===== config.mk =====
export PLATFORM = sky130hd
export DESIGN_NAME = if_id_buffer
export DESIGN_NICKNAME = d
export VERILOG_FILES = /design/src/rtl/if_id_buffer.sv
export SDC_FILE = /design/constraint.sdc
export NUM_CORES = 1
export LEC_CHECK = 0
export ABC_AREA = 1
export CAP_MARGIN = 20
export CELL_PAD_IN_SITES_DETAIL_PLACEMENT = 0
export CELL_PAD_IN_SITES_GLOBAL_PLACEMENT = 1
export CORE_ASPECT_RATIO = 1.25
export CORE_UTILIZATION = 36
export CTS_BUF_LIST = sky130_fd_sc_hd__clkbuf_8
export DETAILED_ROUTE_END_ITERATION = 7
export PLACE_DENSITY_LB_ADDON = 0.1
export SLEW_MARGIN = 15
export SYNTH_ARGS = -nofsm -noshare
export SYNTH_HDL_FRONTEND = slang
export SYNTH_SLANG_ARGS = --single-unit

===== constraint.sdc =====
create_clock -name clk -period 3.63 [get_ports clk]
set_input_delay 0.726 -clock clk [delete_from_list [all_inputs] [get_ports clk]]
set_output_delay 0.726 -clock clk [all_outputs]
set_load 0.02 [all_outputs]

===== src/rtl/if_id_buffer.sv =====
// ============================================================================
// Module      : if_id_buffer
// Description : Two-entry skid FIFO carrying {inst, pc} from fetch to decode.
// Revision    : 1.0 - initial release
// ============================================================================
`default_nettype none

module if_id_buffer (
  input  logic        clk,
  input  logic        rst_n,
  input  logic        if_valid,
  input  logic [31:0] if_inst,
  input  logic [31:0] if_pc,
  output logic        if_ready,
  input  logic        flush,
  input  logic        id_accept,
  output logic        id_valid,
  output logic [31:0] id_inst,
  output logic [31:0] id_pc,
  output logic [1:0]  occupancy
);

  localparam logic [31:0] C_NOP = 32'h0000_0013;

  typedef enum logic [1:0] {
    EMPTY = 2'd0,
    ONE   = 2'd1,
    FULL  = 2'd2
  } state_t;

  state_t      r_state;
  state_t      w_state_next;
  logic        r_wr_ptr;
  logic        r_rd_ptr;
  logic [31:0] r_inst [2];
  logic [31:0] r_pc   [2];
  logic        w_push;
  logic        w_pop;

  // Ready comes from registered state only, so decode cannot stall fetch combinationally.
  assign if_ready  = (r_state != FULL);
  assign id_valid  = (r_state != EMPTY);
  assign occupancy = r_state;

  // A flush cycle neither stores the incoming entry nor retires the head.
  assign w_push = if_valid & if_ready & ~flush;
  assign w_pop  = id_valid & id_accept & ~flush;

  assign id_inst = id_valid ? r_inst[r_rd_ptr] : C_NOP;
  assign id_pc   = id_valid ? r_pc[r_rd_ptr]   : 32'h0000_0000;

  always_comb begin
    w_state_next = r_state;
    if (flush) begin
      w_state_next = EMPTY;
    end else begin
      case (r_state)
        EMPTY:   if (w_push) w_state_next = ONE;
        ONE: begin
          if (w_push && !w_pop)      w_state_next = FULL;
          else if (!w_push && w_pop) w_state_next = EMPTY;
        end
        FULL:    if (w_pop) w_state_next = ONE;
        default: w_state_next = EMPTY;
      endcase
    end
  end

  always_ff @(posedge clk or negedge rst_n) begin
    if (!rst_n) begin
      r_state  <= EMPTY;
      r_wr_ptr <= 1'b0;
      r_rd_ptr <= 1'b0;
    end else begin
      r_state <= w_state_next;
      if (flush) begin
        r_wr_ptr <= 1'b0;
        r_rd_ptr <= 1'b0;
      end else begin
        if (w_push) r_wr_ptr <= ~r_wr_ptr;
        if (w_pop)  r_rd_ptr <= ~r_rd_ptr;
      end
    end
  end

  // Payload needs no reset: it is only observed through the valid mask.
  always_ff @(posedge clk) begin
    if (w_push) begin
      r_inst[r_wr_ptr] <= if_inst;
      r_pc[r_wr_ptr]   <= if_pc;
    end
  end

endmodule

`default_nettype wire


# Word level (Yosys, flattened, before mapping)
# Memories as Yosys holds them, arrays and structs flattened.
# Cells that the tools add are included.
classes:
  n_addsub: 0
  mul: 0
  n_div: 0
  order_cmp: 0
  eq_ne: 6
  shifts: 0
  muxes: 14
  n_bitwise: 7
  reduce_logical: 9
ops:
  columns: ["op", "n"]
  rows:
  - ["32-bit 2-to-1 mux", 2]
  - ["2-bit 2-to-1 mux", 5]
  - ["1-bit 2-to-1 mux", 6]
  - ["3-bit inequality test (second input constant)", 2]
  - ["2-bit one-hot mux with 3 select lines", 1]
  - ["2-bit nonzero test", 3]
  - ["1-bit AND", 4]
  - ["4-bit inequality test (second input constant)", 1]
  - ["1-bit NOT", 3]
  - ["3-bit AND reduction", 1]
  - ["2-bit by 1-bit == test with 1-bit output (second input constant)", 1]
  - ["2-bit == test (second input constant)", 1]
  - ["1-bit logical AND", 2]
  - ["1-bit logical NOT", 2]
  - ["2-bit logical NOT", 1]
  - ["2-bit inequality test (second input constant)", 1]
totals:
  register_bits: 4
  latchBits: 0
  mem_bits_rw: 128
  mem_bits_ro: 0
  in_bits: 69
  out_inout_bits: 68
  word_cells: 41
  mem_count: 2
mem_list:
  columns: ["name", "depth", "width", "read_ports", "rd_clocked_by_memory_dff", "wr", "line", "source"]
  rows:
  - ["r_inst", 2, 32, 1, 0, 1, "35", "logic [31:0] r_inst [2];"]
  - ["r_pc", 2, 32, 1, 0, 1, "36", "logic [31:0] r_pc [2];"]

# Depth between registers and ports, before layout
logic_depth:
  word_depth: 9
  ltp_mapped: 7
  ltp_nobuf: 7

# Worst setup path before layout
# Ideal clock, no wire load.
synth_path:
  path_kind: "register -> register"
  from: "register r_state[0] (netlist: occupancy[0])"
  to: "memory r_inst[0][0] (enable)"
  arrival_ns: 3.772
  t_required_ns: 3.144
  path_slack_ns: -0.628
  stages_incl_launch_ff: 7
  cell_sequence: "dfrtp_1 > inv_1 > nand2_1 > nand2_2 > inv_2 > nand2_1 > nor2_1"
synth_via:
  elab_chain_len: 5
synth_lines:
  columns: ["item", "line", "source"]
  rows:
  - ["from (decl)", "31", "state_t r_state;"]
  - ["from (signal assigned)", "75", "r_state <= w_state_next;"]
  - ["2-bit inequality test", "41", "assign if_ready = (r_state != FULL);"]
  - ["via if_ready", "14", "output logic if_ready,"]
  - ["1-bit AND (2 in a row)", "46", "assign w_push = if_valid & if_ready & ~flush;"]
  - ["1-bit 2-to-1 mux", "88", "if (w_push) begin"]
  - ["1-bit 2-to-1 mux (implied by the code)", "89", "r_inst[r_wr_ptr] <= if_inst;"]
  - ["to (decl)", "35", null]
# The timed path passes the listed nets, and every way through them passes these cells.

# Worst setup path after layout
layout_path:
  from: "register r_rd_ptr"
  to: "output id_pc[20]"
layout_via:
  elab_chain_len: 2
layout_lines:
  columns: ["item", "line", "source"]
  rows:
  - ["from (decl)", "34", "logic r_rd_ptr;"]
  - ["from (signal assigned)", "81", "if (w_pop) r_rd_ptr <= ~r_rd_ptr;"]
  - ["memory read 2 x 32 bit", null, null]
  - ["32-bit 2-to-1 mux", "50", "assign id_pc = id_valid ? r_pc[r_rd_ptr] : 32'h0000_0000;"]
  - ["to (decl)", "19", "output logic [31:0] id_pc,"]
# No other way between the ends.

==> results.tsv <==
metric	value	unit
status	finished, final reports clean	
post_cts_buffers	0	
gp_congestion	0.683	
drc_errors	0	
ir_drop	0.263	mV
cp.buffers_inverters	2	
grtUsageMet1	18.0	%
drv_slew	0	
syn_area_per_cell	13.3	um^2
pre_cts_ws	0.919	ns
finalHoldViolations	0	
busiest_layer	met2	
p_leak	2.43	nW
multiInputGateArea	933	um^2
synth_mux_area_share	0	%
critical_path.top_delay_family	buffers and inverters	
power_density	544	nW/um^2
synth_top_family_by_area	simple AND/OR/NAND/NOR gates	
max_cap_violations	0	
post-route-min-period	3.11	ns
avgRoutedWirePerCell	15.4	um
cts_tree	built	
drtIter0Drc	139	
synth_top_cell_by_area	edfxtp_1	
grt_antenna_before_repair	0	
fp-row-count	47	
wl	10700	um
cts_buffers	17	
dp_hpwl	6300	um
cts_root_buffer	clkbuf_8	
synth_xor_area_share	0	%
ios	137	
core	13400	um^2
synth_cell_types	18	
synth_edf_count	128	
vias	3278	
ys.flop_type	edfxtp_1	
syn_area	5000	um^2
grt_usage	15.8	%
clockBufferDepth	2	
crit_required	2.90	ns
rrSetupSlack	1.63	ns
cp_max_fo	64	
grt_pass1_wl	16900	um
chipWidth	107	um
critPathArrivalTime	2.38	ns
drive_gt1_share	8.52	%
overflow	0	
yosysMostFrequentCell	nand2_1	
drt-vias-per-instance	4.69	
fin_crit_sh	85.7	%
critPathLaunchType	register	
yosysTopAreaCellShare	76.9	%
die_h	134	um
ys_warn_count	0	
nets	584	
fillers	1174	
grt_util_met2	27.7	%
ant_nets	0	
htreeDepth	4	
antennaDiodeCount	0	
ys_seq_area_share	78.9	%
worst_pin_slew	0.725	ns
ys_ff_latch	132	
yosys.area_share.simple	11.6	%
slew_headroom	51.7	%
min_path_type	in2async	
area.growth.synth_to_final	39.6	%
async_flop_share	3.03	%
synth_compound_area_share	6.79	%
finalSetupViolCount	0	
dieArea	14400	um^2
crit_chain	buf_4 -> nand2_1 -> a21oi_1 -> clkdlybuf4s50_1	
ctsResizeCount	0	
fmax	322	MHz
postLayoutCoreUtil	52.0	%
fin_skew	0.00728	ns
grt_pass1_vias	3348	
grt_setup_unrepaired	false	
cts_hold_buffers	0	
ys_top_cells_by_area	edfxtp_1 (77%), nand2_1 (10%), a21oi_1 (6.3%), dfrtp_1 (2.0%), buf_2 (1.7%)	
use_met3	4.99	%
synth_fa_ha_area_share	0	%
critPathMaxStageDelay	0.64	ns
worstSetupPathType	reg2out	
numPortBuffers	136	
cts.sinks	132	
start_util	37.3	%
seq_area	3950	um^2
synth_nets	444	
endpoint_kind	output port	
dr.pass1.iters	4	
netlist_instances	375	
clkTransAtPathRegs	0.07	ns
synth_top_cells_by_count	nand2_1 (134), edfxtp_1 (128), a21oi_1 (63)	
crit_slowest_cell	clkdlybuf4s50_1	
clk_latency	0.42	ns
setup_slack	0.521	ns
grt_max_degree	65	
[final cells by class]
class	instances	share of cell area, %
repair buffers	141	20.8
flip-flops and latches	132	56.6
well taps	171	3.07
multi-input cells	214	13.4
inverters	9	0.484
clock inverters	15	2.37
clock buffers	17	3.35
[report_power, final]
part,total (mW),internal [mW],switching (mW)
registers,1.76,1.74,0.0189
clock network,1.22,0.670,0.546
logic,0.817,0.353,0.464
[final timing paths]
kind,endpoint,cells after the start,startpoint
setup / recovery,id_pc[20],4,r_rd_ptr
hold / removal,occupancy[1],1,rst_n
setup reg to reg,r_pc[1][12],7,occupancy[0]
hold reg to reg,r_wr_ptr,1,r_wr_ptr
max in group asynchronous,r_rd_ptr,1,rst_n
min in group clk,r_wr_ptr,1,r_wr_ptr
[sequential cells by signal, indices dropped and copies added, names as in the netlist]
register	count
r_inst	64
r_pc	64
occupancy	2
r_rd_ptr	1
r_wr_ptr	1
[routing by layer]
metal,part of all wire (%),up-vias
li1,-,1603
met1,41,1549
met2,50,114
met3,7.5,12
met4,1.3,0
met5,0,-
[worst reg2reg max path, cell delays in order (launching register included)]
cell and delay, ns:
dfrtp_1 0.43, inv_1 0.11, nand2_1 0.10, nand2_2 0.08, inv_2 0.06, nand2_1 0.16
nor2_4 0.36, buf_12 0.35
[logic make-up after synthesis]
group,after synthesis
buf+inv,29
flops,132
simple gates,147
compound gates,67
[through the flow]
step           hold slack (ns)  std cells  total power [mW]  setup TNS [ns]  area (um^2)
3_5_place_dp             0.549        667              2.62               0         6580
4_1_cts                  0.491        699              3.84               0         6970
6_report                 0.515        699              3.79               0         6970
3_3_place_gp             0.542        667              2.62               0         6580
2_1_floorplan            0.430        375              2.20          -80.35         5000
5_1_grt                  0.499        699              3.96               0         6970
[layout by cell type (no fill, tap or decap), drive strengths merged]
master,count
nor2,4
nand4,2
buf,5
clkinv,8
edfxtp,128
clkdlybuf4s50,136
nand3,6
inv,9
clkbuf,17
dfrtp,4
bufinv,3
nand2,135
o21ai,4
a21oi,63
clkinvlp,4
Power figures use the tool's default switching activity.
